--- src/rtl/keypad_scan_pkg.sv ---
// Shared types and default constants for the hexadecimal keypad scanner.
package keypad_scan_pkg;

   localparam int unsigned ROWS_DEFAULT            = 4;
   localparam int unsigned SYNC_STAGES_DEFAULT     = 2;
   localparam int unsigned DEBOUNCE_CYCLES_DEFAULT = 16;

   typedef enum logic {
      IDLE  = 1'b0,
      CHECK = 1'b1
   } debounce_state_t;

endpackage

--- src/rtl/keypad_row_debouncer_sync.sv ---
// Per-bit flop-chain synchroniser; bits are never combined before the last stage.
module bit_synchronizer #(
   parameter int unsigned WIDTH  = 1,
   parameter int unsigned STAGES = 2
) (
   input  logic             clock,
   input  logic             reset,
   input  logic [WIDTH-1:0] d,
   output logic [WIDTH-1:0] q
);

   logic [STAGES-1:0][WIDTH-1:0] stage;

   always_ff @(posedge clock or posedge reset) begin
      if (reset) begin
         stage <= '0;
      end else begin
         stage <= {stage[STAGES-2:0], d};
      end
   end

   assign q = stage[STAGES-1];

endmodule

--- src/rtl/keypad_row_debouncer.sv ---
// Row-input conditioner: synchronise, debounce the whole vector, and flag key
// presence, multiple keys and press/release transitions.
module keypad_row_debouncer
   import keypad_scan_pkg::*;
#(
   parameter int unsigned ROWS            = ROWS_DEFAULT,
   parameter int unsigned SYNC_STAGES     = SYNC_STAGES_DEFAULT,
   parameter int unsigned DEBOUNCE_CYCLES = DEBOUNCE_CYCLES_DEFAULT
) (
   input  logic            clock,
   input  logic            reset,
   input  logic [ROWS-1:0] row,
   output logic [ROWS-1:0] s_row,
   output logic            any_key,
   output logic            multi_key,
   output logic            press_pulse,
   output logic            release_pulse
);

   localparam int unsigned    CW       = $clog2(DEBOUNCE_CYCLES + 1);
   localparam logic [CW-1:0]  CNT_LAST = CW'(DEBOUNCE_CYCLES - 1);

   logic [ROWS-1:0]  sync_row;
   logic [ROWS-1:0]  candidate;
   logic [CW-1:0]    cnt;
   debounce_state_t  state;

   bit_synchronizer #(
      .WIDTH  (ROWS),
      .STAGES (SYNC_STAGES)
   ) u_sync (
      .clock (clock),
      .reset (reset),
      .d     (row),
      .q     (sync_row)
   );

   always_ff @(posedge clock or posedge reset) begin
      if (reset) begin
         state         <= IDLE;
         candidate     <= '0;
         cnt           <= '0;
         s_row         <= '0;
         any_key       <= 1'b0;
         multi_key     <= 1'b0;
         press_pulse   <= 1'b0;
         release_pulse <= 1'b0;
      end else begin
         press_pulse   <= 1'b0;
         release_pulse <= 1'b0;
         case (state)
            IDLE: begin
               if (sync_row != s_row) begin
                  candidate <= sync_row;
                  cnt       <= CW'(1);
                  state     <= CHECK;
               end
            end
            CHECK: begin
               if (sync_row == s_row) begin
                  cnt   <= '0;
                  state <= IDLE;
               end else if (sync_row != candidate) begin
                  candidate <= sync_row;
                  cnt       <= CW'(1);
               end else if (cnt == CNT_LAST) begin
                  s_row         <= candidate;
                  any_key       <= |candidate;
                  // Clearing the lowest set bit leaves something only if two or more were set.
                  multi_key     <= |(candidate & (candidate - ROWS'(1)));
                  press_pulse   <= (s_row == '0) && (candidate != '0);
                  release_pulse <= (s_row != '0) && (candidate == '0);
                  cnt           <= '0;
                  state         <= IDLE;
               end else begin
                  cnt <= cnt + CW'(1);
               end
            end
            default: state <= IDLE;
         endcase
      end
   end

endmodule

--- config.mk ---
export PLATFORM = sky130hd
export DESIGN_NAME = keypad_row_debouncer
export DESIGN_NICKNAME = d
export VERILOG_FILES = /design/src/rtl/keypad_scan_pkg.sv /design/src/rtl/keypad_row_debouncer_sync.sv /design/src/rtl/keypad_row_debouncer.sv
export SDC_FILE = /design/constraint.sdc
export NUM_CORES = 1
export LEC_CHECK = 0
export BUFFER_PORTS_ARGS = -buffer_cell sky130_fd_sc_hd__buf_2
export CAP_MARGIN = 15
export CORE_UTILIZATION = 24
export DETAILED_ROUTE_END_ITERATION = 10
export SLEW_MARGIN = 20
export SYNTH_ARGS = -nofsm -noshare
export SYNTH_HDL_FRONTEND = slang
export SYNTH_SLANG_ARGS = --single-unit
--- constraint.sdc ---
create_clock -name clock -period 2.25 [get_ports clock]
set_input_delay 0.225 -clock clock [delete_from_list [all_inputs] [get_ports clock]]
set_output_delay 0.225 -clock clock [all_outputs]
set_load 0.05 [all_outputs]
After elaboration in Yosys (flattened, before gate mapping):

Index checks and enable logic that the tools add are counted.

* reduce and logical (&&, ||, !) cells: 10
* $add $sub $neg: 2
* multiplexer cells: 22
* equal/unequal tests: 7
* bitwise logic cells: 4

Operator list (number)
* 5-bit 2-to-1 mux: 4
* 1-bit 2-to-1 mux: 12
* 4-bit 2-to-1 mux: 3
* 5-bit case mux with 2 select lines: 1
* 4-bit logical NOT: 2
* 4-bit inequality test: 2
* 4-bit case mux with 2 select lines: 1
* 4-bit nonzero test: 2
* 4-bit OR reduction: 2
* 5-bit by 1-bit adder with 5-bit output, second input constant: 1
* 5-bit by 4-bit == test with 1-bit output, second input constant: 1
* 4-bit AND: 1
* 4-bit == test: 1
* 2-bit inequality test, second input constant: 2
* 4-bit AND reduction: 1
* 4-bit by 1-bit subtractor with 4-bit output, second input constant: 1
* 1-bit inverter: 3
* 3-bit AND reduction: 1
* 1-bit logical AND: 2
* 2-bit by 1-bit inequality test with 1-bit output, second input constant: 1
* 1-bit case mux with 2 select lines: 1

* input port bits: 6
* output and inout port bits: 8
* bits in registers: 26

Longest topological paths before layout:

* depth after elaboration: 6
* mapped depth: 5
* gate-level depth less buffers: 5

Hierarchy:

A second synthesis with hierarchy kept.

* cell total of the unflattened synthesis: 85
* area, all modules: 1146.1 um2

By module, submodules not included
* keypad_row_debouncer: area each 912.1 um2, cells each 72, times used 1, sequential area each 450.4 um2
* bit_synchronizer: area each 234.0 um2, cells each 13, times used 1, sequential area each 200.2 um2

Least setup slack after synthesis:

No wires, ideal clock.

* kind: reg2reg
* start point: reg s_row[1]
* end point: reg s_row[1]
* setup time: 0.125 ns
* required time: 2.125 ns
* clock period less this slack: 2.004 ns
* buffers on the path: 0
* arrival time: 1.879 ns
* cell stages (with the launch flop): 6
* path slack: 0.246 ns
* cell sequence: dfrtp_1 -> xor2_1 -> nor4_1 -> nor3_4 -> nand2_4 -> mux2_4

* word-level cells in the longest chain between the ends: 3

RTL lines
* from (decl): RTL line keypad_row_debouncer.sv:13 `output logic [ROWS-1:0] s_row,`
* from (signal assigned): RTL line keypad_row_debouncer.sv:67 `s_row <= candidate;`
* 4-bit == test: RTL line keypad_row_debouncer.sv:60 `if (sync_row == s_row) begin`
* 1-bit inverter (no source line)
* 4-bit AND reduction (no source line)

No other way between the ends.
A chain may end at the register's enable or synchronous reset.

Worst setup path in the final report:

* start point: reg u_sync.stage, in the netlist u_sync.q[1]
* end point: reg s_row[0]

* word-level cells in the longest chain between the ends: 3
* elaborated cells between the ends (all ways): 5
* classes of those cells: eq/ne (2); bitwise (2); reduce/logical (1)

RTL lines
* from (decl): RTL line keypad_row_debouncer_sync.sv:12 `logic [STAGES-1:0][WIDTH-1:0] stage;`
* from (signal assigned): RTL line keypad_row_debouncer_sync.sv:18 `stage <= {stage[STAGES-2:0], d};`
* 4-bit inequality test / 4-bit == test (equally long branches): RTL line keypad_row_debouncer.sv:63, keypad_row_debouncer.sv:60
* 1-bit inverter (no source line)
* 4-bit AND reduction (no source line) *

Every way passes the cells marked *; elsewhere a longest branch is shown, timed or not.

==> run_results.csv <==
group,metric,value,unit
run_status,outcome,"finished clean",
die,rows,24,
worst_setup_path,worstPathArrival,2.12,ns
global_routing,grt_pass1_wl,3180,um
cells_and_area,fin_util,29.3,%
die,io_pins,14,
die,start_util,25.0,%
worst_setup_path,cp.required,2.41,ns
cts,cts_sinks,26,
cells_and_area,antenna_cells,0,
drt,drc,0,
yosys,yosys_warnings,0,
timing,setup_slack,0.291,ns
timing,max_freq,0.510,GHz
drt,avgViaCountPerCell,4.55,
flow_run,cap_viol_max_count,0,
timing,setup_viol,0,
timing,hold_viol,0,
timing,holdWs,0.0665,ns
die,coreArea,4380,sq um
die,fp.dieW,69.6,um
die,die_h,69.6,um
cells_and_area,fin_area,1280,sq um
drt,drt-wirelength-per-cell,12.0,um
timing,worst_clock_skew,0.0135,ns
cts,htreeDepth,1,
timing,tightest_slew,0.670,ns
cells_and_area,area_delta_synth_final,17.2,%
power,p_per_area,648,nW/um^2
cts,post_cts_resized,0,
cts,cts_tree,"done",
drt,firstDrtPassIters,4,
cts,clk_latency,0.27,ns
timing,fin_crit,1.96,ns
yosys,synth_fp_nets,89,
power,vdd_drop_max,0.000439,V
power,leakage,0.618,nW
global_routing,grt_util_all_layers,8.45,%
yosys,synth_area_leaders,"dfrtp_1 59%, mux2_4 6.8%, mux2_2 4.1%",
place,pre_cts_ws,0.336,ns
global_routing,grt_pass1_vias,710,
worst_setup_path,crit_type,"reg2reg",
yosys,avgSynthCellArea,13.4,sq um
yosys,postSynthCellCount,82,
place,hpwl,1360,um
die,die_area,4840,sq um
global_routing,grt_start_max_net_pins,27,
worst_setup_path,critPathLaunchType,"register",
cells_and_area,nets,109,
worst_setup_path,cp_max_fo,9,
timing,period_share,87.1,%
global_routing,grt.overflow.total,0,
place,dpl-instance-area,1230,sq um
cts,clk_pin_slew,0.09,ns
global_routing,antenna_found_initial,0,
cells_and_area,layout-drive-gt1-share,34.0,%
worst_setup_path,crit_path_end_kind,"register",
yosys,synth_top_area_share,59.4,%
place,gp_congestion,0.779,
cts,root_buffer,"clkbuf_8",
drt,drt-initial-drc-count,22,
yosys,ys_seq_elements,26,
timing,rsz0062_at_grt,"no",
yosys,seq_area_frac_synth,59.4,%
cells_and_area,num-fill-cells,455,
timing,slew_headroom,54.9,%
cts,numCtsBuffers,3,
yosys,netlist_area,1100,sq um
cts,clk_path_buf_depth,2,
timing,finalMaxSlewViolations,0,
drt,postRouteAntennaNets,0,
place,io_buffers,13,
hold_path,hp-class,"in2reg",
timing,finalSetupTns,0,ns
drt,route.vias.total,692,
yosys,synth.distinct_cells,30,
drt,drt_wl_total,1820,um
yosys,yosys.area.top_type,"dfrtp_1",
==> flip-flops by register name (all words and copies together) (netlist names) <==
| register | flops |
|---|---|
| cnt | 5 |
| candidate | 4 |
| s_row | 4 |
| u_sync.q | 4 |
| u_sync.stage | 4 |
| any_key | 1 |
| multi_key | 1 |
| press_pulse | 1 |
| release_pulse | 1 |
| state | 1 |
==> final cells by class <==
class	count	area [sq um]	area share (%)
Clock buffer	3	41.3	3.21
Inverter	2	7.51	0.584
Multi-Input combinational cell	54	438	34.1
Sequential cell	26	651	50.6
Tap cell	52	65.1	5.06
Timing Repair Buffer	15	82.6	6.43
==> critical path, cell delays in order (launching register included) <==
cell	delay, ns
dfrtp_1	0.42
xor2_1	0.19
nor4_1	0.62
nor3_4	0.14
nand2_4	0.17
mux2_4	0.31
==> per-layer routing <==
metal | wire length [um] | global-route usage [%]
met1 | 845 | 10.3
met2 | 849 | 12.4
met3 | 83 | 3.05
met4 | 42 | 5.67
met5 | 0 | 0
==> worst paths after layout <==
| check | start | end | slack (ns) | cells after the start |
|---|---|---|---|---|
| worst max-delay path | u_sync.q[1] | s_row[0] | 0.29 | 5 |
| worst min-delay path | row[1] | u_sync.stage[1] | 0.07 | 1 |
| worst max register to register | u_sync.q[1] | s_row[0] | 0.29 | 5 |
| worst min register to register | u_sync.stage[0] | u_sync.q[0] | 0.35 | 0 |
| max in group asynchronous | reset | candidate[3] | 1.47 | 4 |
| min in group asynchronous | reset | cnt[0] | 0.53 | 4 |
==> what timing repair did <==
item	CTS	global route
endpoints found under the hold margin	13	0
setup buffers	0	0
hold buffers	1	0
==> Yosys cell counts, drive strengths merged <==
cell	n
a21oi	4
nand2	4
nor2	7
maj3	1
inv	2
nor4	2
xor2	4
nor2b	1
a22o	1
nor3	3
ha	1
or2	1
dfrtp	26
nand3	3
a22oi	1
mux2i	1
nand4	1
a32o	1
mux2	9
or4	2
and3	1
xnor2	4
o21ai	2
==> layout by cell type (no fill, tap or decap) <==
cell	n
nor4_1	2
or2_2	1
o21ai_2	1
a22oi_1	1
o21ai_0	1
nor3_1	2
inv_1	2
buf_4	1
buf_2	13
nor2b_1	1
mux2_2	4
mux2i_1	1
nand3_1	2
nor2_1	6
a32o_1	1
xnor2_1	4
mux2_4	5
nand4_1	1
nor2_2	1
nand3_2	1
xor2_1	4
maj3_1	1
a22o_1	1
a21oi_1	4
nand2_1	3
and3_2	1
dlygate4sd3_1	1
nor3_4	1
ha_1	1
dfrtp_1	26
or4_4	1
clkbuf_8	3
or4_1	1
nand2_4	1
==> stage by stage <==
step	cells	power, W
floorplan	82	0.000571
global placement	148	0.000589
detailed placement	148	0.000592
CTS	152	0.000848
global route	152	0.000873
finish	152	0.000833
==> kinds of logic after synthesis <==
group	Yosys count	share of synthesized area, %
adder cells (fa/ha/maj)	2	2.05
flip-flops	26	59.4
XOR/XNOR	8	6.39
multiplexers	10	11.9
AO/OA/AOI/OAI	9	5.48
buffers and inverters	2	0.685
AND/OR/NAND/NOR	25	14.2
==> power by group <==
group | leakage [nW] | internal [W] | switching, W
sequential | 0.326 | 0.000485 | 0.0000211
combinational | 0.271 | 0.0000366 | 0.0000391
clock | 0.0216 | 0.000120 | 0.000132
(Power assumes the default switching activity.)
